`src/rtl/riscv_pkg.sv`:
```
// RV32I opcode/funct definitions, loader FSM states and the field-to-word encoder
// shared by the instruction loader and its reference model.
package riscv_pkg;

  typedef enum logic [6:0] {
    OP_LOAD   = 7'h03,
    OP_FENCE  = 7'h0F,
    OP_I_TYPE = 7'h13,
    OP_AUIPC  = 7'h17,
    OP_STORE  = 7'h23,
    OP_R_TYPE = 7'h33,
    OP_LUI    = 7'h37,
    OP_BRANCH = 7'h63,
    OP_JALR   = 7'h67,
    OP_JAL    = 7'h6F,
    OP_SYSTEM = 7'h73
  } opcode_t;

  localparam logic [2:0] F3_SLL     = 3'b001;
  localparam logic [2:0] F3_SRL_SRA = 3'b101;

  typedef enum logic [2:0] {
    ST_IDLE,
    ST_RUN,
    ST_FLUSH,
    ST_DONE,
    ST_ERR
  } enc_state_t;

  typedef struct packed {
    logic        valid;
    logic [31:0] word;
  } enc_result_t;

  function automatic enc_result_t encode_instr(
    input opcode_t     op,
    input logic [4:0]  rd,
    input logic [4:0]  rs1,
    input logic [4:0]  rs2,
    input logic [2:0]  funct3,
    input logic [6:0]  funct7,
    input logic [31:0] imm
  );
    enc_result_t r;
    r.valid = 1'b1;
    r.word  = '0;
    case (op)
      OP_R_TYPE: r.word = {funct7, rs2, rs1, funct3, rd, op};
      OP_I_TYPE: begin
        // shift-immediates take their upper bits from funct7, not imm
        if (funct3 == F3_SLL || funct3 == F3_SRL_SRA)
          r.word = {funct7, imm[4:0], rs1, funct3, rd, op};
        else
          r.word = {imm[11:0], rs1, funct3, rd, op};
      end
      OP_LOAD, OP_JALR, OP_SYSTEM, OP_FENCE:
        r.word = {imm[11:0], rs1, funct3, rd, op};
      OP_STORE: r.word = {imm[11:5], rs2, rs1, funct3, imm[4:0], op};
      OP_BRANCH: begin
        r.word  = {imm[12], imm[10:5], rs2, rs1, funct3, imm[4:1], imm[11], op};
        r.valid = ~imm[0];
      end
      OP_JAL: begin
        r.word  = {imm[20], imm[10:1], imm[11], imm[19:12], rd, op};
        r.valid = ~imm[0];
      end
      OP_LUI, OP_AUIPC: r.word = {imm[31:12], rd, op};
      default: r.valid = 1'b0;
    endcase
    return r;
  endfunction

endpackage

```
`src/rtl/instr_encoder.sv`:
```
// Combinational RV32I field-to-word encoder; valid=0 flags an unencodable beat.
module instr_encoder
  import riscv_pkg::*;
(
  input  opcode_t     opcode,
  input  logic [4:0]  rd,
  input  logic [4:0]  rs1,
  input  logic [4:0]  rs2,
  input  logic [2:0]  funct3,
  input  logic [6:0]  funct7,
  input  logic [31:0] imm,
  output logic [31:0] word,
  output logic        valid
);

  enc_result_t res;

  assign res   = encode_instr(opcode, rd, rs1, rs2, funct3, funct7, imm);
  assign word  = res.word;
  assign valid = res.valid;

endmodule

```
`src/rtl/instr_encoder_loader.sv`:
```
// Streams decoded instruction fields in, encodes them and writes them to
// sequential instruction-memory words starting at BASE_ADDR.
//
// state    | meaning
// ST_IDLE  | no session since reset; waiting for start
// ST_RUN   | accepting beats, one write per accepted beat
// ST_FLUSH | last beat accepted; its write is on the bus this cycle
// ST_DONE  | session completed cleanly; done held until start
// ST_ERR   | session aborted (bad opcode, odd branch/jal target, overflow)
module instr_encoder_loader
  import riscv_pkg::*;
#(
  parameter int          ADDR_WIDTH = 10,
  parameter logic [31:0] BASE_ADDR  = 32'h0000_0000,
  parameter int          MAX_WORDS  = 1024
) (
  input  logic                clk,
  input  logic                rst,
  input  logic                start,
  input  logic                s_valid,
  output logic                s_ready,
  input  opcode_t             s_opcode,
  input  logic [4:0]          s_rd,
  input  logic [4:0]          s_rs1,
  input  logic [4:0]          s_rs2,
  input  logic [2:0]          s_funct3,
  input  logic [6:0]          s_funct7,
  input  logic [31:0]         s_imm,
  input  logic                s_last,
  output logic                mem_we,
  output logic [31:0]         mem_addr,
  output logic [31:0]         mem_wdata,
  output logic                busy,
  output logic                done,
  output logic                error,
  output logic [ADDR_WIDTH:0] word_count
);

  localparam logic [ADDR_WIDTH:0] MAX_WC = (ADDR_WIDTH + 1)'(MAX_WORDS);

  enc_state_t  state, state_next;
  logic [31:0] enc_word;
  logic        enc_valid;
  logic        hs;
  logic        accept;

  instr_encoder u_enc (
    .opcode (s_opcode),
    .rd     (s_rd),
    .rs1    (s_rs1),
    .rs2    (s_rs2),
    .funct3 (s_funct3),
    .funct7 (s_funct7),
    .imm    (s_imm),
    .word   (enc_word),
    .valid  (enc_valid)
  );

  assign s_ready = (state == ST_RUN);
  assign busy    = (state == ST_RUN) || (state == ST_FLUSH);
  assign done    = (state == ST_DONE);
  assign error   = (state == ST_ERR);

  // start in the same cycle as a handshake discards the beat
  assign hs     = s_valid && s_ready && !start;
  assign accept = hs && enc_valid && (word_count != MAX_WC);

  always_ff @(posedge clk or posedge rst) begin
    if (rst) state <= ST_IDLE;
    else     state <= state_next;
  end

  always_comb begin
    state_next = state;
    if (start) begin
      state_next = ST_RUN;
    end else begin
      case (state)
        ST_RUN: begin
          if (hs && !accept)     state_next = ST_ERR;
          else if (hs && s_last) state_next = ST_FLUSH;
        end
        ST_FLUSH: state_next = ST_DONE;
        default:  state_next = state;
      endcase
    end
  end

  always_ff @(posedge clk or posedge rst) begin
    if (rst) begin
      mem_we     <= 1'b0;
      mem_addr   <= BASE_ADDR;
      mem_wdata  <= '0;
      word_count <= '0;
    end else begin
      mem_we <= accept;
      if (start) begin
        word_count <= '0;
      end else if (accept) begin
        mem_addr   <= BASE_ADDR + (32'(word_count) << 2);
        mem_wdata  <= enc_word;
        word_count <= word_count + 1'b1;
      end
    end
  end

endmodule

```
`config.mk`:
```
export PLATFORM = sky130hd
export DESIGN_NAME = instr_encoder_loader
export DESIGN_NICKNAME = d
export VERILOG_FILES = /design/src/rtl/riscv_pkg.sv /design/src/rtl/instr_encoder.sv /design/src/rtl/instr_encoder_loader.sv
export SDC_FILE = /design/constraint.sdc
export NUM_CORES = 1
export LEC_CHECK = 0
export ABC_AREA = 0
export CORE_MARGIN = 3
export CORE_UTILIZATION = 30
export DETAILED_ROUTE_END_ITERATION = 12
export PLACE_DENSITY = 0.72
export SYNTH_ARGS = -nofsm -noshare
export SYNTH_HDL_FRONTEND = slang
export SYNTH_SLANG_ARGS = --single-unit
```
`constraint.sdc`:
```
create_clock -name clk -period 2 [get_ports clk]
set_clock_uncertainty 0.2 [all_clocks]
set_input_delay 0.6 -clock clk [delete_from_list [all_inputs] [get_ports clk]]
set_output_delay 0.6 -clock clk [all_outputs]
set_load 0.02 [all_outputs]
```
==> results.cfg <==
[synthesis]
ys_seq_elements = 58
yosysWarningCount = 0
yosys.area.top_type = dfrtp_1
synth-edff-count = 0
syn_avg_cell_area_um2 = 8.79
synthCells = 362
synth_area_leaders = dfrtp_1 (46%), nor2_1 (6.4%), nand2_1 (6.0%), buf_4 (5.2%), a222oi_1 (3.8%)
synth_compound_area_frac = 0.188
synth_top_area_share = 0.456
synthArstFlopShare = 1.00
synth_top_family_by_area = simple AND/OR/NAND/NOR gates
yosysUniqueCellTypes = 50
synth_area_um2 = 3180
synth_simple_gate_area_frac = 0.228
synth_xor_area_frac = 0.00551
synth_most_common_cell = dfrtp_1
synth-seq-area-share = 0.456
synthMuxAreaShare = 0.0138
synthAdderAreaFrac = 0.00786
synth_commonest_cells = dfrtp_1 (58), nor2_1 (54), nand2_1 (51)
synthFlopType = dfrtp_1

[drt]
vias = 3491
routed_wl_um = 10800
first_pass_iters = 4
wire_per_inst_um = 15.3
drc = 0
drt_iter0_markers = 222
ant_nets = 0
post_drt_via_cell_ratio = 4.96

[power_and_ir_drop]
switchingPower_w = 0.00117
p_int_w = 0.00240
power_frac_seq = 0.400
power_per_cell_area_nw_per_um2 = 640
clockPowerShare = 0.290
max-vdd-ir-drop_uv = 502
switching_share = 0.328
combPwrFrac = 0.309
p_leak_nw = 2.71

[critical_path]
start_kind = flop
crit_required_ns = 2.03
cp.arrival_ns = 2.40
path_cells = inv_2, ha_4, or4bb_4, nor4_4, nor3_4, o21ai_4, buf_4, o211ai_1, a221o_1
path_class = flop to flop
max_stage_delay_ns = 0.46
endpoint_kind = flop
crit_slowest_cell = or4bb_4
cp_max_fo = 6

[grt]
gr-total-overflow = 0
grt_max_degree = 59
first_global_vias = 3331
track_usage = 0.178
grt_pass1_wl_um = 16500
antenna_found_initial = 0

[layout]
stdcell_count = 704
fillers = 932
synthToLayoutAreaGrowth_pct = 75.3
finalInstanceArea_um2 = 5580
drive_above_1_share = 0.312
n_antenna_cell = 0
fin_util = 0.555
final_nets = 638

[cts]
clk_pin_slew_ns = 0.07
cts_root_buf = clkbuf_8
ctsLongestPathBuffers = 2
htreeDepth = 3
cts_buffers = 9
clkSinkCount = 58
insertion_delay_ns = 0.34
cts_hold_buf = 0
cts_tree = done

[floorplanning]
die_h_um = 109
die_w_um = 109
die_area_um2 = 11900
row_count = 36
initial_utilization = 0.317
ios = 149
core_um2 = 10000

[sta]
finalHoldViolCount = 0
fin_crit_sh = 1.18
fin_ws_ns = -0.369
final.setup.tns_ns = -16.38
final-setup-viol-count = 61
worst_hold_slack_ns = 0.269
rsz0062_at_grt = true
maxSlewViolCount = 0
period_minus_slack_ns = 2.37
clock.fmax_mhz = 422

[placement]
portBuffers = 127
dpl_cell_area_um2 = 5190
dp_cells = 675
gp_congestion = 0.854
dpl.hpwl_um = 8060

[status]
failed_checks = setup timing
status = finished with violations

[job]
cap_violations = 0

[min_path]
hold_class = flop to flop
## logic make-up (layout without fill, tap and decap cells)
kind of cell	after synthesis	in the layout
xor+xnor	2	2
simple gates	157	157
mux	4	4
fa+ha+maj	2	2
compound gates	84	84
flops	58	58
buf+inv	54	243
other cells	1	21
## flip-flops by register name (all words and copies together) (netlist names)
signal      cells
mem_addr       11
mem_wdata      32
word_count     11
state           3
mem_we          1
## path summary, 6_finish.rpt
check	to	from	cells past startpoint	slack [ns]
max in group asynchronous	word_count[4]$_DFFE_PP0P_	rst	3	0.83
worst max register to register	state[0]$_DFFE_PP0P_	word_count[0]$_DFFE_PP0P_	9	-0.37
worst min register to register	mem_wdata[1]$_DFFE_PP0P_	mem_wdata[1]$_DFFE_PP0P_	1	0.27
worst min-delay path	mem_wdata[1]$_DFFE_PP0P_	mem_wdata[1]$_DFFE_PP0P_	1	0.27
worst max-delay path	state[0]$_DFFE_PP0P_	word_count[0]$_DFFE_PP0P_	9	-0.37
min in group asynchronous	state[0]$_DFFE_PP0P_	rst	3	0.50
## worst max-delay path, delay by kind of cell, from the launching register on
| family | cells | cell delay [ns] |
|---|---|---|
| compound gates | 3 | 0.49 |
| fa+ha+maj | 1 | 0.13 |
| simple gates | 3 | 0.78 |
| buf+inv | 2 | 0.25 |
| flops | 1 | 0.41 |
## power by group through the flow
stage / clock network [W] / registers, W / logic [W]
after floorplan: 0 / 0.00165 / 0.000343
after global placement: 0 / 0.00145 / 0.00115
after detailed placement: 0 / 0.00145 / 0.00117
after CTS: 0.00107 / 0.00143 / 0.00107
after global routing: 0.00113 / 0.00145 / 0.00119
final: 0.00104 / 0.00143 / 0.00111
## stage by stage
| step | total power (W) | worst slack, ns |
|---|---|---|
| 2_1_floorplan | 0.00199 | -0.284 |
| 3_3_place_gp | 0.00259 | -0.901 |
| 3_5_place_dp | 0.00262 | -1.02 |
| 4_1_cts | 0.00357 | -0.358 |
| 5_1_grt | 0.00377 | -0.421 |
| 6_report | 0.00357 | -0.369 |
## placed cells by master (no fill, tap or decap), types with 3 or more instances in the layout
master and instances:
inv_1 3, clkbuf_8 9, clkbuf_2 5, nor2b_1 4, nor2_2 5, buf_12 6
dfrtp_2 4, a31oi_1 4, clkdlybuf4s15_1 4, or3_4 3, clkdlybuf4s50_1 58, conb_1 21
buf_4 79, o21ai_0 12, a21oi_1 14, a221oi_1 5, dlygate4sd2_1 50, nand2b_1 7
o21ai_1 7, dfrtp_1 54, or3_1 3, and2_1 3, clkinv_2 4, inv_2 3
buf_6 10, nand2_2 3, clkdlybuf4s15_2 3, nand3_1 7, a221oi_2 8, nand2_1 47
nor2_1 48, and3_1 3, a222oi_1 12
## what timing repair did
item                       4_1_cts  5_1_grt
gates resized for setup        131       28
setup endpoints to repair      117       72
buffers inserted                 8        9
gates cloned                     0        1
pin swaps                       13        8
## metal layers
metal | GRT usage | vias up | share of wire
li1 | - | 1658 | -
met1 | 0.215 | 1680 | 0.40
met2 | 0.308 | 141 | 0.51
met3 | 0.0497 | 12 | 0.083
met4 | 0.0496 | 0 | 0.011
met5 | 0 | - | 0
## layout make-up
class	instances	area, um^2	share of cell area
timing repair buffer	219	2000	0.358
multi-input combinational	270	1730	0.310
sequential	58	1460	0.261
tap	133	166	0.0298
clock buffer	9	124	0.0222
clock inverter	6	58.8	0.0105
inverter	9	45.0	0.00807
No activity file was read; power rests on OpenSTA's default activity.
